### config.mk
export PLATFORM = sky130hd
export DESIGN_NAME = sequencer_supervisor_flat
export DESIGN_NICKNAME = d
export VERILOG_FILES = /design/src/rtl/sequencer_supervisor_if.sv /design/src/rtl/sequencer_supervisor.sv /design/src/flat_wrapper.sv
export SDC_FILE = /design/constraint.sdc
export NUM_CORES = 1
export LEC_CHECK = 0
export ABC_AREA = 1
export BUFFER_PORTS_ARGS = -buffer_cell sky130_fd_sc_hd__buf_2
export CAP_MARGIN = 20
export CORE_MARGIN = 5
export CORE_UTILIZATION = 50
export DETAILED_ROUTE_END_ITERATION = 7
export HOLD_SLACK_MARGIN = 0.06
export PLACE_DENSITY = 0.7
export SYNTH_ARGS = -nofsm -noshare
export SYNTH_HDL_FRONTEND = slang
export SYNTH_SLANG_ARGS = --single-unit
### constraint.sdc
create_clock -name CLOCK -period 5.8 [get_ports CLOCK]
set_input_delay 0.87 -clock CLOCK [delete_from_list [all_inputs] [get_ports CLOCK]]
set_output_delay 0.87 -clock CLOCK [all_outputs]
set_load 0.01 [all_outputs]
### src/rtl/sequencer_supervisor_if.sv
// Bus between the sequencer supervisor and the system/rail chain.
// The master modport is the supervisor side; slave is the system/rail side.
interface sequencer_supervisor_if #(
  parameter int NUM_RAILS = 4,
  parameter int MAX_RETRY = 3
);
  localparam int RETRY_W = $clog2(MAX_RETRY + 1);

  // Every signal is a level sampled on each CLOCK edge; there is no valid/ready
  // pairing, and supervisor outputs are registered, moving one cycle after their cause.
  logic                 PWR_REQ;
  logic                 FAULT_CLR;
  logic [NUM_RAILS-1:0] RAIL_FAULT;
  logic [NUM_RAILS-1:0] RAIL_DCHG;
  logic                 LAST_OE;
  logic                 SEQ_ENABLE;
  logic                 SEQ_KEEPALIVE;
  logic                 PWR_GOOD;
  logic                 FAULT_LOCK;
  logic [NUM_RAILS-1:0] FAULT_RAIL;
  logic [RETRY_W-1:0]   RETRY_CNT;

  modport master (
    input  PWR_REQ, FAULT_CLR, RAIL_FAULT, RAIL_DCHG, LAST_OE,
    output SEQ_ENABLE, SEQ_KEEPALIVE, PWR_GOOD, FAULT_LOCK, FAULT_RAIL, RETRY_CNT
  );

  modport slave (
    output PWR_REQ, FAULT_CLR, RAIL_FAULT, RAIL_DCHG, LAST_OE,
    input  SEQ_ENABLE, SEQ_KEEPALIVE, PWR_GOOD, FAULT_LOCK, FAULT_RAIL, RETRY_CNT
  );
endinterface

### src/rtl/sequencer_supervisor.sv
// Power-rail chain supervisor: sequences up/down, times out, retries, locks out.
// Define SEQ_AUTO_RETRY_EN to enable the hold-off/retry path; otherwise any fault locks out.
module sequencer_supervisor #(
  parameter int NUM_RAILS   = 4,
  parameter int DLY_PUP_TMO = 200,
  parameter int DLY_PDN_TMO = 400,
  parameter int DLY_RETRY   = 100,
  parameter int MAX_RETRY   = 3,
  parameter int C_CNTRSIZE  = 16
) (
  input  logic                   CLOCK,
  input  logic                   RESET_N,
  sequencer_supervisor_if.master bus,
  output logic [2:0]             dbg_state
);
  localparam int RETRY_W = $clog2(MAX_RETRY + 1);

  typedef enum logic [2:0] {
    ST_OFF     = 3'd0,
    ST_PWRUP   = 3'd1,
    ST_ON      = 3'd2,
    ST_PWRDN   = 3'd3,
    ST_HOLDOFF = 3'd4,
    ST_LOCKOUT = 3'd5
  } state_t;

  state_t                state_q, state_d;
  logic [C_CNTRSIZE-1:0] timer_q, timer_d, tmo_lim;
  logic                  fault_flag_q, fault_flag_d;
  logic [NUM_RAILS-1:0]  fault_rail_q, fault_rail_d;
  logic [RETRY_W-1:0]    retry_q, retry_d;
  logic                  seq_enable_q, seq_enable_d;
  logic                  keepalive_q, keepalive_d;
  logic                  pwr_good_q, pwr_good_d;
  logic                  fault_lock_q, fault_lock_d;
  logic                  any_fault, all_dchg, tmo_hit, retry_ok, fault_evt;

  assign any_fault = |bus.RAIL_FAULT;
  assign all_dchg  = &bus.RAIL_DCHG;
  assign tmo_hit   = (timer_q >= tmo_lim);

`ifdef SEQ_AUTO_RETRY_EN
  assign retry_ok  = (retry_q < RETRY_W'(MAX_RETRY));
`else
  assign retry_ok  = 1'b0;
`endif

  // One shared timer; its limit depends on which state is being timed.
  always_comb begin
    tmo_lim = {C_CNTRSIZE{1'b1}};
    case (state_q)
      ST_PWRUP:   tmo_lim = C_CNTRSIZE'(DLY_PUP_TMO);
      ST_PWRDN:   tmo_lim = C_CNTRSIZE'(DLY_PDN_TMO);
      ST_HOLDOFF: tmo_lim = C_CNTRSIZE'(DLY_RETRY);
      default:    ;
    endcase
  end

  always_ff @(posedge CLOCK or negedge RESET_N) begin
    if (!RESET_N) begin
      state_q      <= ST_OFF;
      timer_q      <= '0;
      fault_flag_q <= 1'b0;
      fault_rail_q <= '0;
      retry_q      <= '0;
      seq_enable_q <= 1'b0;
      keepalive_q  <= 1'b0;
      pwr_good_q   <= 1'b0;
      fault_lock_q <= 1'b0;
    end else begin
      state_q      <= state_d;
      timer_q      <= timer_d;
      fault_flag_q <= fault_flag_d;
      fault_rail_q <= fault_rail_d;
      retry_q      <= retry_d;
      seq_enable_q <= seq_enable_d;
      keepalive_q  <= keepalive_d;
      pwr_good_q   <= pwr_good_d;
      fault_lock_q <= fault_lock_d;
    end
  end

  always_comb begin
    state_d      = state_q;
    fault_flag_d = fault_flag_q;
    fault_rail_d = fault_rail_q;
    retry_d      = retry_q;
    fault_evt    = 1'b0;
    case (state_q)
      ST_OFF: begin
        if (bus.PWR_REQ && !fault_lock_q && all_dchg) state_d = ST_PWRUP;
      end
      ST_PWRUP: begin
        if (any_fault)         fault_evt = 1'b1;
        else if (!bus.PWR_REQ) state_d   = ST_PWRDN;
        else if (bus.LAST_OE)  state_d   = ST_ON;
        else if (tmo_hit)      fault_evt = 1'b1;
      end
      ST_ON: begin
        if (any_fault || !bus.LAST_OE) fault_evt = 1'b1;
        else if (!bus.PWR_REQ)         state_d   = ST_PWRDN;
      end
      ST_PWRDN: begin
        if (all_dchg) begin
          if (fault_flag_q) state_d = retry_ok ? ST_HOLDOFF : ST_LOCKOUT;
          else              state_d = ST_OFF;
        end else if (tmo_hit) begin
          state_d = ST_LOCKOUT;
        end
      end
`ifdef SEQ_AUTO_RETRY_EN
      ST_HOLDOFF: begin
        if (tmo_hit) begin
          retry_d      = retry_q + RETRY_W'(1);
          fault_flag_d = 1'b0;
          state_d      = bus.PWR_REQ ? ST_PWRUP : ST_OFF;
        end
      end
`endif
      ST_LOCKOUT: begin
        if (bus.FAULT_CLR && !bus.PWR_REQ) begin
          state_d      = ST_OFF;
          fault_rail_d = '0;
          retry_d      = '0;
          fault_flag_d = 1'b0;
        end
      end
      default: state_d = ST_OFF;
    endcase

    // A fault overrides any transition chosen above and starts discharge at once.
    if (fault_evt) begin
      fault_rail_d = fault_rail_q | bus.RAIL_FAULT;
      fault_flag_d = 1'b1;
      state_d      = ST_PWRDN;
    end
    if (state_d == ST_ON && state_q != ST_ON) retry_d = '0;
  end

  // Outputs are decoded from the next state so they register in step with it.
  always_comb begin
    if (state_d != state_q) timer_d = '0;
    else if (&timer_q)      timer_d = timer_q;
    else                    timer_d = timer_q + C_CNTRSIZE'(1);
    seq_enable_d = (state_d == ST_PWRUP) || (state_d == ST_ON);
    pwr_good_d   = (state_d == ST_ON);
    keepalive_d  = (state_d == ST_ON) && bus.PWR_REQ && !any_fault;
    fault_lock_d = (state_d == ST_LOCKOUT);
  end

  assign bus.SEQ_ENABLE    = seq_enable_q;
  assign bus.SEQ_KEEPALIVE = keepalive_q;
  assign bus.PWR_GOOD      = pwr_good_q;
  assign bus.FAULT_LOCK    = fault_lock_q;
  assign bus.FAULT_RAIL    = fault_rail_q;
`ifdef SEQ_AUTO_RETRY_EN
  assign bus.RETRY_CNT     = retry_q;
`else
  assign bus.RETRY_CNT     = '0;
`endif
  assign dbg_state         = state_q;

endmodule

### src/flat_wrapper.sv
// flat-port wrapper written by rule: the top's interface ports become plain ports
module sequencer_supervisor_flat 
#(
  parameter int NUM_RAILS   = 4,
  parameter int DLY_PUP_TMO = 200,
  parameter int DLY_PDN_TMO = 400,
  parameter int DLY_RETRY   = 100,
  parameter int MAX_RETRY   = 3,
  parameter int C_CNTRSIZE  = 16
)
  (CLOCK, RESET_N, dbg_state, bus_PWR_REQ, bus_FAULT_CLR, bus_RAIL_FAULT, bus_RAIL_DCHG, bus_LAST_OE, bus_SEQ_ENABLE, bus_SEQ_KEEPALIVE, bus_PWR_GOOD, bus_FAULT_LOCK, bus_FAULT_RAIL, bus_RETRY_CNT);
  sequencer_supervisor_if #(.NUM_RAILS(NUM_RAILS), .MAX_RETRY(MAX_RETRY)) bus_i ();
  input  logic CLOCK;
  input  logic RESET_N;
  output logic [2:0] dbg_state;
  input wire logic [$bits(bus_i.PWR_REQ)-1:0] bus_PWR_REQ;
  input wire logic [$bits(bus_i.FAULT_CLR)-1:0] bus_FAULT_CLR;
  input wire logic [$bits(bus_i.RAIL_FAULT)-1:0] bus_RAIL_FAULT;
  input wire logic [$bits(bus_i.RAIL_DCHG)-1:0] bus_RAIL_DCHG;
  input wire logic [$bits(bus_i.LAST_OE)-1:0] bus_LAST_OE;
  output wire logic [$bits(bus_i.SEQ_ENABLE)-1:0] bus_SEQ_ENABLE;
  output wire logic [$bits(bus_i.SEQ_KEEPALIVE)-1:0] bus_SEQ_KEEPALIVE;
  output wire logic [$bits(bus_i.PWR_GOOD)-1:0] bus_PWR_GOOD;
  output wire logic [$bits(bus_i.FAULT_LOCK)-1:0] bus_FAULT_LOCK;
  output wire logic [$bits(bus_i.FAULT_RAIL)-1:0] bus_FAULT_RAIL;
  output wire logic [$bits(bus_i.RETRY_CNT)-1:0] bus_RETRY_CNT;
  assign bus_i.PWR_REQ = bus_PWR_REQ;
  assign bus_i.FAULT_CLR = bus_FAULT_CLR;
  assign bus_i.RAIL_FAULT = bus_RAIL_FAULT;
  assign bus_i.RAIL_DCHG = bus_RAIL_DCHG;
  assign bus_i.LAST_OE = bus_LAST_OE;
  assign bus_SEQ_ENABLE = bus_i.SEQ_ENABLE;
  assign bus_SEQ_KEEPALIVE = bus_i.SEQ_KEEPALIVE;
  assign bus_PWR_GOOD = bus_i.PWR_GOOD;
  assign bus_FAULT_LOCK = bus_i.FAULT_LOCK;
  assign bus_FAULT_RAIL = bus_i.FAULT_RAIL;
  assign bus_RETRY_CNT = bus_i.RETRY_CNT;
  sequencer_supervisor #(.NUM_RAILS(NUM_RAILS), .DLY_PUP_TMO(DLY_PUP_TMO), .DLY_PDN_TMO(DLY_PDN_TMO), .DLY_RETRY(DLY_RETRY), .MAX_RETRY(MAX_RETRY), .C_CNTRSIZE(C_CNTRSIZE)) u_core (.CLOCK(CLOCK), .RESET_N(RESET_N), .bus(bus_i), .dbg_state(dbg_state));
endmodule
======== After elaboration in Yosys (flattened, before gate mapping) ========
Index checks and enable logic that the tools add are counted.
storage, ports and cells
  flip-flop bits (word level) ............. 28
  bits of input ports ..................... 13
  logic and storage cells ................. 66
operators by class
  add/subtract/negate cells ............... 1
  magnitude comparators ................... 1
  eq/ne operators ......................... 10
  muxes and demuxes ....................... 27
  bitwise logic cells ..................... 1
  reductions and logical operators ........ 18
operators with widths
  cell                                                                   count
  16-bit case mux with 3 select lines                                    1
  3-bit two-way mux                                                      11
  16-bit two-way mux                                                     2
  16-bit by 1-bit adder with 16-bit output, second input constant        1
  16-bit greater-or-equal comparator                                     1
  16-bit AND reduction                                                   1
  3-bit case mux with 5 select lines                                     1
  4-bit two-way mux                                                      3
  3-bit by 2-bit equality test with 1-bit output, second input constant  3
  3-bit equality test, second input constant                             3
  1-bit two-way mux                                                      8
  3-bit by 1-bit equality test with 1-bit output, second input constant  2
  1-bit logical AND                                                      5
  1-bit zero test                                                        4
  4-bit OR                                                               1
  4-bit AND reduction                                                    1
  2-bit nonzero test                                                     2
  4-bit OR reduction                                                     1
  3-bit zero test                                                        1
  3-bit != test                                                          1
  1-bit logical OR                                                       2
  2-bit by 1-bit != test with 1-bit output, second input constant        1
  1-bit case mux with 2 select lines                                     1
  2-bit AND reduction                                                    1

======== Longest topological paths before layout ========
  depth after elaboration ................. 12
  gate-level depth with buffers ........... 26
  gate-level depth less buffers ........... 24

======== Worst setup path before layout ========
No wires, ideal clock.
  path type ............................... flip-flop to flip-flop
  start point ............................. register u_core.state_q[0], in the netlist u_core.dbg_state[0]
  end point ............................... register u_core.timer_q[10]
  library setup time ...................... 0.125 ns
  arrival time ............................ 2.684 ns
  data required time ...................... 5.675 ns
  slack ................................... 2.991 ns
  stages on the path, launching flop included .. 22
  path buffers ............................ 2
  clock period less this slack ............ 2.809 ns
  path through ............................ dfrtp_1 buf_4 nor2_2 nand2_2 nand2_1 nor2_1 inv_1 ha_1 nand2_1 nor2_1 nand4_1 nor3b_2 nand2_2 nand3_1 nand2_1 inv_2 nand3_2 nand2_1 nand2_2 nand3_4 buf_12 nor2_4
between the ends
  word-level cells in the longest chain between the ends .. 11
RTL lines
  what                                                                                                    line                         source
  start: declaration                                                                                      sequencer_supervisor.sv:27   state_t state_q, state_d;
  start signal: assignment                                                                                sequencer_supervisor.sv:71   state_q <= state_d;
  3-bit equality test, or another cell as far along                                                       sequencer_supervisor.sv:51   case (state_q)
  16-bit case mux with 3 select lines                                                                     sequencer_supervisor.sv:51
  16-bit greater-or-equal comparator                                                                      sequencer_supervisor.sv:40   assign tmo_hit = (timer_q >= tmo_lim);
  1-bit two-way mux                                                                                       sequencer_supervisor.sv:97   else if (tmo_hit) fault_evt = 1'b1;
  1-bit two-way mux                                                                                       sequencer_supervisor.sv:96   else if (bus.LAST_OE) state_d = ST_ON;
  1-bit two-way mux                                                                                       sequencer_supervisor.sv:95   else if (!bus.PWR_REQ) state_d = ST_PWRDN;
  1-bit two-way mux                                                                                       sequencer_supervisor.sv:94   if (any_fault) fault_evt = 1'b1;
  1-bit case mux with 2 select lines                                                                      sequencer_supervisor.sv:89   case (state_q)
  3-bit two-way mux *                                                                                     sequencer_supervisor.sv:132  if (fault_evt) begin
  net u_core.state_d[1]                                                                                   sequencer_supervisor.sv:27
  3-bit != test *                                                                                         sequencer_supervisor.sv:142  if (state_d != state_q) timer_d = '0;
  2-bit by 1-bit != test with 1-bit output (no source line) / 16-bit two-way mux (equally long branches)  -
  end signal: assignment                                                                                  sequencer_supervisor.sv:72   timer_q <= timer_d;
  end: declaration                                                                                        sequencer_supervisor.sv:28   logic [C_CNTRSIZE-1:0] timer_q, timer_d, tmo_lim;
The timed path passes the listed nets; every way through them passes the cells marked *.
A chain may end at the register's enable or synchronous reset.

======== Worst setup path after layout ========
  start point ............................. register u_core.state_q[0], in the netlist u_core.dbg_state[0]
  end point ............................... register u_core.timer_q[0]
between the ends
  word-level cells in the longest chain between the ends .. 11
RTL lines
  what                                                                                                    line
  3-bit equality test, or another cell as far along                                                       sequencer_supervisor.sv:51
  16-bit case mux with 3 select lines                                                                     sequencer_supervisor.sv:51
  16-bit greater-or-equal comparator                                                                      sequencer_supervisor.sv:40
  1-bit two-way mux                                                                                       sequencer_supervisor.sv:97
  1-bit two-way mux                                                                                       sequencer_supervisor.sv:96
  1-bit two-way mux                                                                                       sequencer_supervisor.sv:95
  1-bit two-way mux                                                                                       sequencer_supervisor.sv:94
  1-bit case mux with 2 select lines                                                                      sequencer_supervisor.sv:89
  3-bit two-way mux                                                                                       sequencer_supervisor.sv:132
  3-bit != test *                                                                                         sequencer_supervisor.sv:142
  2-bit by 1-bit != test with 1-bit output (no source line) / 16-bit two-way mux (equally long branches)  -
Every way passes the cells marked *; elsewhere a longest branch is shown, timed or not.

==> results.cfg <==
[global_routing]
antenna_found_initial = 0
grt_pass1_vias = 1539
grt_use_total_pct = 16.8
grt_pass1_wl_um = 7110
grt_start_max_net_pins = 29
overflow = 0

[floorplan]
io_pins = 26
core-area_um2 = 3970
placementRows = 23
die_h_um = 73.9
initial_core_util_pct = 51.4
die_w_um = 73.9
dieArea_um2 = 5460

[detailed_routing]
vias_per_cell = 5.06
ant_nets = 0
dr.pass1.iters = 4
num_vias = 1666
drc = 0
post_drt_wl_per_cell_um = 12.2
drtIter0Drc = 121
wl_um = 4020

[setup_path]
cp.required_ns = 5.99
setup.worst_path.class = flop to flop
slowest_delay_ns = 0.56
r2r_end = u_core.timer_q[0]
cp_cell_sequence = nor2_2 -> nand2_2 -> nand2_1 -> nor2_1 -> inv_1 -> ha_1 -> nand2_1 -> nor2_1 -> nand4_1 -> nor2_1 -> a211oi_4 -> nand3_1 -> nand2_1 -> inv_2 -> nand4_1 -> nand2_2 -> nand3_4 -> nor2_1
slowest_stage = dfrtp_1
cp.arrival_ns = 3.43
reg2reg_depth = 18
critPathLaunchType = flop
crit_top_cell = nor2_1
r2r_setup_slack_ns = 2.57
cp_max_fo = 16
end_kind = flop
timing.rr.start = u_core.dbg_state[0]

[place]
placed_area_um2 = 2180
gp_congestion = 0.816
post-dp-hpwl_um = 3260
io_buffer_count = 23
placed_cells = 325

[synthesis]
ys_seq_area_share_pct = 34.3
netlist_top_cells_count = 53 x nand2_1, 34 x inv_1, 29 x nor2_1
yosys.area.top_type = dfrtp_1
ys_async_sr_fraction_pct = 100
synth_cell_types = 33
syn_area_per_cell_um2 = 8.01
syn_inst = 255
synth_area_um2 = 2040
ys.flop_type = dfrtp_1
synth-edff-count = 0
netlist.area_leader.share_pct = 34.3
ys_ff_latch = 28
ys_top_cells_by_area = dfrtp_1 34%, nand2_1 9.7%, ha_1 8.0%
synth_most_common_cell = nand2_1
yosys_warnings = 0

[final_layout]
final_cell_area_um2 = 2240
syn_to_final_growth_pct = 9.50
drive_gt1_share_pct = 22.6
diodes = 0
utilization_pct = 56.3
instances_no_fill = 329
fin_nets = 306

[clock_network]
cts_tree = done
cts_resized = 0
clock-root-buffer = clkbuf_8
clockBufferDepth = 2
cts_buffers = 3
cts-hold-fix-buffers = 0
cts_max_level = 1
cts_sinks = 28
postCtsSetupBuffers = 0
clk_latency_ns = 0.27
path_clk_slew_ns = 0.09

[run_status]
status = complete, no violations

[min_path]
hold_end = u_core.bus.FAULT_RAIL[3]
min_delay_path_depth = 2
hp-start = u_core.bus.FAULT_RAIL[3]
min_path_type = flop to flop

[sta]
rsz0062_at_grt = false
drv_slew = 0
whs_ns = 0.531
min_period_ns = 3.23
slew_headroom_pct = 47.5
hold_violations = 0
fin_setup_tns_ns = 0
fin_crit_sh_pct = 55.7
worst_slew_pin_slew_ns = 0.780
setup-violations-final = 0
max_freq_ghz = 0.310
finClkSkew_ns = 0.00108

[pwr]
vdd_drop_max_uv = 195
powerDensity_nw_per_um2 = 354
p_leak_uw = 0.00112

[job]
drv_cap = 0
==> cell type report <==
| type | count | area, um2 |
|---|---|---|
| fill | 378 | 1740 |
| tap | 50 | 62.6 |
| timing repair buffer | 23 | 115 |
| multi-input combinational | 185 | 1160 |
| inverter | 39 | 146 |
| clock buffer | 4 | 55.1 |
| sequential | 28 | 701 |
==> registers in the layout (all words and copies together) (netlist names) <==
name and count:
u_core.timer_q 16, u_core.bus.FAULT_RAIL 4, u_core.dbg_state 3, u_core.bus.FAULT_LOCK 1
u_core.bus.PWR_GOOD 1, u_core.bus.SEQ_ENABLE 1, u_core.bus.SEQ_KEEPALIVE 1, u_core.fault_flag_q 1
==> placed cells by master, fill, tap and decap left out, types with 2 or more instances in the layout <==
cell	synthesis	final
ha_1	13	13
nand4_1	6	6
inv_2	5	5
nand2_1	53	53
mux2i_1	2	2
nor2_4	10	10
nand3_1	9	9
nand2_2	6	6
xor2_1	7	7
nand2_4	2	2
nor4_1	3	3
nand3_2	4	4
dfrtp_1	28	28
inv_1	34	34
nand3_4	2	2
conb_1	1	2
nor2_1	29	29
o21ai_0	14	14
buf_2	0	23
a21oi_1	7	7
clkbuf_8	0	4
nor3_2	2	2
nor3_1	4	4
==> worst max-delay path by stage <==
stage | cells after the start | start | slack [ns] | to
finish | 18 | u_core.dbg_state[0] | 2.57 | u_core.timer_q[0]
global route | 18 | u_core.dbg_state[0] | 2.16 | u_core.timer_q[2]
CTS | 18 | u_core.dbg_state[0] | 2.56 | u_core.timer_q[0]
detailed placement | 18 | u_core.dbg_state[0] | 2.60 | u_core.timer_q[0]
global placement | 18 | u_core.dbg_state[0] | 2.70 | u_core.timer_q[15]
floorplan | 21 | u_core.dbg_state[0] | 2.99 | u_core.timer_q[10]
==> metrics by stage <==
| stage | power, uW | setup WS, ns |
|---|---|---|
| CTS | 798 | 2.56 |
| finish | 791 | 2.57 |
| global placement | 670 | 2.70 |
| global route | 864 | 2.16 |
| detailed placement | 677 | 2.60 |
| floorplan | 622 | 2.99 |
==> critical path: cells and delay by family (launching register included) <==
family / cells / cell delay (ns)
simple gates: 14 / 1.93
fa+ha+maj: 1 / 0.33
compound gates: 1 / 0.07
buf+inv: 2 / 0.24
flops: 1 / 0.56
==> kinds of logic after synthesis <==
logic type / count (synthesis) / share of synthesized area (%)
AO/OA/AOI/OAI: 24 / 6.80
XOR/XNOR: 8 / 3.43
adder cells (fa/ha/maj): 13 / 7.97
buffers and inverters: 43 / 9.25
flip-flops: 28 / 34.3
multiplexers: 2 / 0.980
other: 1 / 0.184
AND/OR/NAND/NOR: 136 / 37.1
==> where the power goes <==
group | switching, uW | leakage (uW) | internal (uW)
Combinational | 294 | 0.000738 | 137
Clock | 56.8 | 0.0000288 | 60.7
Sequential | 24.2 | 0.000354 | 218
Total | 375 | 0.00112 | 416
==> metal layers <==
metal | up-vias | track usage [%] | routed length [um]
li1 | 866 | - | -
met1 | 762 | 24.7 | 2000
met2 | 34 | 26.1 | 1790
met3 | 4 | 1.78 | 199
met4 | 0 | 4.83 | 39
met5 | - | 0 | 0
(Power assumes the default switching activity.)
